==> src/rtl/desc_feeder.sv <==
// desc_feeder: streams one 8x8-pixel patch (8 rows x 2 words) from frame
// memory as 16 descriptor words, one read every (1+GAP) cycles.
//
// Ports:
//   clk, rst             clock, synchronous active-high reset
//   start                one-cycle request to stream a patch
//   patch_x, patch_y     patch left edge (words) and top row
//   mem_rd_en, mem_addr  frame-memory read strobe and word address
//   mem_rd_data          read data, valid the cycle after mem_rd_en
//   desc_data_ready      one-cycle strobe, desc_data holds a new word
//   desc_data            4 pixels, leftmost pixel in [31:24]
//   busy, done, err      transfer active / finished pulse / rejected pulse
module desc_feeder #(
  parameter int unsigned IMG_W_WORDS = 160,
  parameter int unsigned IMG_H       = 480,
  parameter int unsigned ADDR_W      = 17,
  parameter int unsigned GAP         = 1
) (
  input  logic              clk,
  input  logic              rst,
  input  logic              start,
  input  logic [7:0]        patch_x,
  input  logic [9:0]        patch_y,
  output logic              mem_rd_en,
  output logic [ADDR_W-1:0] mem_addr,
  input  logic [31:0]       mem_rd_data,
  output logic              desc_data_ready,
  output logic [31:0]       desc_data,
  output logic              busy,
  output logic              done,
  output logic              err
);

  localparam int unsigned PX_W   = 8;
  localparam int unsigned PY_W   = 10;
  localparam int unsigned CNT_W  = 4;
  localparam int unsigned GAP_W  = 3;
  localparam int unsigned DATA_W = 32;

  localparam logic [CNT_W-1:0] LAST_WORD = CNT_W'(15);
  localparam logic [GAP_W-1:0] GAP_CNT   = GAP_W'(GAP);

  localparam logic [1:0] S_IDLE  = 2'd0;
  localparam logic [1:0] S_RUN   = 2'd1;
  localparam logic [1:0] S_DRAIN = 2'd2;

  logic [1:0]        state_q, state_d;
  logic [PX_W-1:0]   px_q, px_d;
  logic [PY_W-1:0]   py_q, py_d;
  logic [CNT_W-1:0]  cnt_q, cnt_d;
  logic [GAP_W-1:0]  gap_q, gap_d;
  logic              rd_en_q, rd_en_d;
  logic [ADDR_W-1:0] addr_q, addr_d;
  logic              vld_q, vld_d;
  logic              rdy_q, rdy_d;
  logic [DATA_W-1:0] data_q, data_d;
  logic              busy_q, busy_d;
  logic              done_q, done_d;
  logic              err_q, err_d;

  logic              in_bounds_c;
  logic [CNT_W-1:0]  cnt_inc_c;

  // Word k of the patch: row k[3:1], column k[0]; wraps to ADDR_W bits.
  function automatic logic [ADDR_W-1:0] word_addr(input logic [PY_W-1:0]  y,
                                                  input logic [PX_W-1:0]  x,
                                                  input logic [CNT_W-1:0] k);
    logic [31:0] lin;
    lin = (32'(y) + 32'(k[3:1])) * 32'(IMG_W_WORDS) + 32'(x) + 32'(k[0]);
    return ADDR_W'(lin);
  endfunction

  // Patch must fit entirely inside the frame.
  assign in_bounds_c = (32'(patch_x) <= (IMG_W_WORDS - 32'd2)) &&
                       (32'(patch_y) <= (IMG_H - 32'd8));

  // Next-state and output logic.
  always_comb begin
    state_d   = state_q;
    px_d      = px_q;
    py_d      = py_q;
    cnt_d     = cnt_q;
    gap_d     = gap_q;
    rd_en_d   = 1'b0;
    addr_d    = addr_q;
    busy_d    = busy_q;
    done_d    = 1'b0;
    err_d     = 1'b0;
    cnt_inc_c = cnt_q + CNT_W'(1);
    // Read-return pipeline: data arrives the cycle after the strobe and is
    // shown (with the ready strobe) the cycle after that.
    vld_d     = rd_en_q;
    rdy_d     = vld_q;
    data_d    = vld_q ? mem_rd_data : data_q;

    case (state_q)
      S_IDLE: begin
        if (start) begin
          if (in_bounds_c) begin
            // Word 0 is issued straight from the request cycle.
            state_d = S_RUN;
            px_d    = patch_x;
            py_d    = patch_y;
            cnt_d   = '0;
            gap_d   = GAP_CNT;
            rd_en_d = 1'b1;
            addr_d  = word_addr(patch_y, patch_x, CNT_W'(0));
            busy_d  = 1'b1;
          end else begin
            err_d = 1'b1;
          end
        end
      end
      S_RUN: begin
        if (gap_q != '0) begin
          gap_d = gap_q - GAP_W'(1);
        end else begin
          cnt_d   = cnt_inc_c;
          gap_d   = GAP_CNT;
          rd_en_d = 1'b1;
          addr_d  = word_addr(py_q, px_q, cnt_inc_c);
          if (cnt_inc_c == LAST_WORD) begin
            state_d = S_DRAIN;
          end
        end
      end
      S_DRAIN: begin
        // Last strobe is the one with no read outstanding behind it.
        if (rdy_q && !vld_q && !rd_en_q) begin
          state_d = S_IDLE;
          busy_d  = 1'b0;
          done_d  = 1'b1;
        end
      end
      default: begin
        state_d = S_IDLE;
        busy_d  = 1'b0;
      end
    endcase
  end

  // State and output registers.
  always_ff @(posedge clk) begin
    if (rst) begin
      state_q <= S_IDLE;
      px_q    <= '0;
      py_q    <= '0;
      cnt_q   <= '0;
      gap_q   <= '0;
      rd_en_q <= 1'b0;
      addr_q  <= '0;
      vld_q   <= 1'b0;
      rdy_q   <= 1'b0;
      data_q  <= '0;
      busy_q  <= 1'b0;
      done_q  <= 1'b0;
      err_q   <= 1'b0;
    end else begin
      state_q <= state_d;
      px_q    <= px_d;
      py_q    <= py_d;
      cnt_q   <= cnt_d;
      gap_q   <= gap_d;
      rd_en_q <= rd_en_d;
      addr_q  <= addr_d;
      vld_q   <= vld_d;
      rdy_q   <= rdy_d;
      data_q  <= data_d;
      busy_q  <= busy_d;
      done_q  <= done_d;
      err_q   <= err_d;
    end
  end

  assign mem_rd_en       = rd_en_q;
  assign mem_addr        = addr_q;
  assign desc_data_ready = rdy_q;
  assign desc_data       = data_q;
  assign busy            = busy_q;
  assign done            = done_q;
  assign err             = err_q;

endmodule

==> config.mk <==
export PLATFORM = sky130hd
export DESIGN_NAME = desc_feeder
export DESIGN_NICKNAME = d
export VERILOG_FILES = /design/src/rtl/desc_feeder.sv
export SDC_FILE = /design/constraint.sdc
export NUM_CORES = 1
export LEC_CHECK = 0
export CORE_UTILIZATION = 56
export DETAILED_ROUTE_END_ITERATION = 8
export GPL_ROUTABILITY_DRIVEN = 0
export HOLD_SLACK_MARGIN = 0.1
export PLACE_DENSITY = 0.95
export SLEW_MARGIN = 20
export SYNTH_ARGS = -nofsm -noshare
export SYNTH_HDL_FRONTEND = slang
export SYNTH_SLANG_ARGS = --single-unit
==> constraint.sdc <==
create_clock -name clk -period 10.5 [get_ports clk]
set_clock_uncertainty 0.05 [all_clocks]
set_input_delay 2.625 -clock clk [delete_from_list [all_inputs] [get_ports clk]]
set_output_delay 2.625 -clock clk [all_outputs]
set_load 0.1 [all_outputs]
# Word level (Yosys, flattened, before mapping)
# Cells that the tools add are included.
# word_totals
reg_bits	82
inputBits	53
output_inout_bits	54
# classes
n_addsub	6
n_mul	2
magnitude_cmp	2
eq_ne	8
muxes	28
n_bitwise	4
n_reduce_logical	15
# ops
op	n
$mux W17	3
$add A17 B8 Y17	2
$pmux W17 S2	1
$add A17 B1 Y17	1
$mul A10 B3 Y12 const B	1
$mul A11 B3 Y12 const B	1
$mux W4	3
$add A10 B3 Y11	1
$le A10 B9 Y1 const B	1
$mux W2	5
$ne A2 B2 Y1 const B	5
$mux W3	3
$le A8 B8 Y1 const B	1
$mux W1	8
$pmux W4 S2	1
$reduce_and A4 Y1	2
$pmux W2 S3	1
$pmux W3 S2	1
$reduce_and A3 Y1	2
$reduce_and A5 Y1	1
$add A4 B1 Y4 const B	1
$eq A4 B4 Y1 const B	1
$not A1 Y1	4
$logic_and A1 B1 Y1	3
11 further kinds	12

# Longest topological paths before layout
# depth
word_depth	7
ltp_mapped	19
mapped_depth_nobuf	19

# Worst setup path after synthesis
# Ideal clock, no wire load.
# synth_timing
path_kind	input-to-reg
start	in patch_y[1]
end	reg addr_q[16], in the netlist mem_addr[16]
setup_ns	0.103
t_arrival_ns	5.152
required_time_ns	10.347
slack_ns	5.194
stages	11
cell_sequence	ha_1 -> ha_1 -> inv_1 -> fa_1 -> and3b_1 -> a32oi_1 -> nor4b_1 -> nand3_1 -> o311a_1 -> o21a_1 -> a2111oi_2
# synth_between
elab_chain_cells	5
word_cells_on_any_way	9
cone_classes	1 x add/sub; 1 x mul; 1 x order compare; 1 x eq/ne; 3 x mux; 2 x reduce/logical
# synth_lines
item	line_no	source
start: declaration	23	input logic [9:0] patch_y,
$mul A10 B3 Y12	69	lin = (32'(y) + 32'(k[3:1])) * 32'(IMG_W_WORDS) + 32'(x) + 32'(k[0]);
$add A17 B8 Y17	69	
$mux W17	99	if (in_bounds_c) begin
$mux W17	98	if (start) begin
$pmux W17 S2	96	case (state_q)
end signal: assignment	165	addr_q <= addr_d;
end: declaration	53	logic [ADDR_W-1:0] addr_q, addr_d;
# Parallel ways exist; a longest one is shown, timed or not. The select of a mux whose other input is x is not followed.
# A chain may end at the register's enable or synchronous reset.

# Worst setup path in the final report
# Same ends and word-level chain as after synthesis.

==> impl_metrics.yaml <==
hold_path:
  min_from: "mem_addr[12]"
  worst_hold_path_type: "reg -> reg"
  hold_path_depth: 2
  hold_end: "mem_addr[12]"
flow_run:
  max_cap_viol_count: 0
global_routing:
  grt_max_degree: 82
  grtUsageTotal_pct: 30.2
  grt_pass1_wl_um: 21200
  grt_pass1_vias: 4474
  antenna_found_initial: 0
  grt-ovfl-total: 0
clock_network:
  h-tree-depth: 3
  clockRootBuffer: "clkbuf_8"
  numClockSinks: 82
  path_clk_slew_ns: 0.08
  clockBufferDepth: 2
  cts_setup_buffers: 0
  hold_buffers: 0
  cts-buffers-inserted: 9
  postCtsResizedCells: 0
  tritoncts: "built"
  clk_latency_ns: 0.37
placed_design:
  hpwlAfterDp_um: 9940
  port_buffers: 106
  numPlacedInstances: 749
  dpl-instance-area_um2: 6050
logic_synthesis:
  ys_warn_count: 0
  yosysSeqAreaShare_pct: 33.2
  synth.area.top_cells: "dfxtp_1, ha_1, mux2i_1"
  ys.flop_type: "dfxtp_1"
  synth.top_cell.area_share_pct: 33.2
  synth_top_cell_by_area: "dfxtp_1"
  syn_area_per_cell_um2: 8.83
  syn_inst: 560
  syn-cell-area_um2: 4940
  synthDistinctLibCells: 54
  syn_nets: 661
  synth_edf_count: 0
  async_flop_share_pct: 0
  synth_seq_cells: 82
status:
  status: "finished, final reports clean"
worst_setup_path:
  critPathKind: "in -> reg"
  worstPathArrival_ns: 6.16
  end_kind: "register"
  cp_max_fo: 5
  worst-r2r-cell-count: 18
  critical_path_required_ns: 10.66
  r2r_start: "cnt_q[0]"
  start_kind: "input pin"
  reg2reg_slack_ns: 5.60
  rr_endpoint: "mem_addr[16]"
routing:
  detail_route.vias_per_cell: 6.08
  post_drt_wl_per_cell_um: 17.8
  route.detailed.drc: 0
  dr_total_vias: 4652
  wl_um: 13600
  drtAntennaViolNets: 0
  firstDrtPassIters: 7
  dr.first_iter.drc_count: 531
finish:
  antenna_cells: 0
  regArea_um2: 1640
  nNetsFinal: 756
  fillers: 534
  final_cell_mix: "clkdlybuf4s50_1, nor2_1, dfxtp_1, mux2i_1, ha_1"
  post-route-cell-area_um2: 6260
  syn2layout_area_growth_pct: 26.7
  final_common_cell: "clkdlybuf4s50_1"
  layout-drive-gt1-share_pct: 4.39
  fin_cells: 765
  multi_input_area_um2: 3120
power_and_ir_drop:
  leakagePower_nw: 2.47
  power.density_nw_per_um2: 134
  ir_drop_mv: 0.0936
floorplanning:
  row_count: 33
  pin_count: 107
  start_util_pct: 59.0
  core_area_um2: 8380
  dieArea_um2: 9210
  die_w_um: 96.0
  fp.dieH_um: 96.0
timing:
  period_needed_ns: 5.99
  fmax_ghz: 0.167
  worst_slew_pin_slew_ns: 1.08
  slew_headroom_pct: 27.8
  finalCritPeriodShare_pct: 57.1
  finalSetupTns_ns: 0
  setup_viol_count_final: 0
  slew_violations: 0
  rsz0062_at_grt: "false"
  hold_viol_final: 0
area by class of cell:
| class | count | share of cell area (%) |
|---|---|---|
| tap | 105 | 2.10 |
| clock buffer | 10 | 2.20 |
| timing repair buffer | 109 | 17.2 |
| inverter | 21 | 1.26 |
| clock inverter | 6 | 1.16 |
| multi-input combinational | 432 | 49.8 |
| sequential | 82 | 26.2 |
through the flow:
step                      setup slack, ns  hold WS (ns)  power [mW]  util (%)
after floorplan                      5.19         0.394       0.523         -
after global placement               4.55         0.392       0.586      72.2
after detailed placement             4.40         0.404       0.596      72.2
after CTS                            4.60         0.417       0.836      74.7
after global routing                 4.45         0.434       0.870      74.7
final                                4.51         0.416       0.839      74.7
power by group:
group	leakage, nW	switching, mW	total, mW	internal (mW)
clock	0.103	0.124	0.243	0.119
combinational	1.70	0.170	0.257	0.0869
sequential	0.667	0.0132	0.338	0.325
total	2.47	0.308	0.839	0.531
kinds of logic after synthesis:
family | share of synthesized area (%)
adders and majority gates | 12.8
and+or+nand+nor | 18.2
AOI/OAI and AO/OA | 13.9
DFF | 33.2
muxes | 10.1
buffers and inverters | 3.67
xor gates and xnor gates | 8.15
synth_stat cells (2+ instances only):
library cell   n
ha_1          44
nand4_1        4
a21o_1         4
nand3b_1       4
fa_1           4
or2_2          2
o311a_1        3
nand3_1       18
o2111a_1       2
inv_1         21
nor3_1        10
nor2b_1        8
nor2_1        90
a311oi_1       3
nand2_1       27
nand2b_1       2
buf_1          4
xor2_1        20
clkbuf_1      16
a32oi_1        2
or3_1          3
o21ai_0       15
o211ai_1       8
nor3b_1        5
buf_2          4
o31a_1         2
and3_1         6
a31oi_1        2
a211oi_1      12
o21bai_1       2
xnor2_1       26
dfxtp_1       82
and2_1         5
o21a_1         3
o2111ai_1      4
mux2i_1       50
a21oi_1       26
sequential cells by signal (all words and copies together), names as in the netlist:
register / count
mem_addr: 17
mem_rd_en: 1
desc_data_ready: 1
err: 1
desc_data: 32
busy: 1
cnt_q: 4
py_q: 10
done: 1
px_q: 8
rdy_d: 1
state_q: 2
gap_q: 3
worst max path at each step:
| stage | startpoint | to | slack, ns | cells past startpoint |
|---|---|---|---|---|
| finish | patch_y[1] | mem_addr[16] | 4.51 | 12 |
| CTS | patch_y[1] | mem_addr[16] | 4.60 | 12 |
| global placement | patch_y[1] | mem_addr[16] | 4.55 | 12 |
| global route | patch_y[1] | mem_addr[16] | 4.45 | 12 |
| floorplan | patch_y[1] | mem_addr[16] | 5.19 | 11 |
| detailed placement | patch_y[1] | mem_addr[16] | 4.40 | 12 |
critical path: stages:
cell and delay, ns:
clkdlybuf4s50_1 0.49, ha_1 0.33, ha_1 0.23, inv_1 0.08, fa_1 0.47, and3b_1 0.26, a32oi_1 0.10, nor4b_1 0.58
nand3_1 0.25, a2111oi_0 0.51, o21a_1 0.19, a2111oi_2 0.04
metal layers:
layer / GRT usage (%) / part of all wire, %
met5: 0 / 0
met1: 36.0 / 37
met2: 51.8 / 50
met4: 14.1 / 4.0
met3: 6.64 / 8.4
No activity file was read; power rests on OpenSTA's default activity.
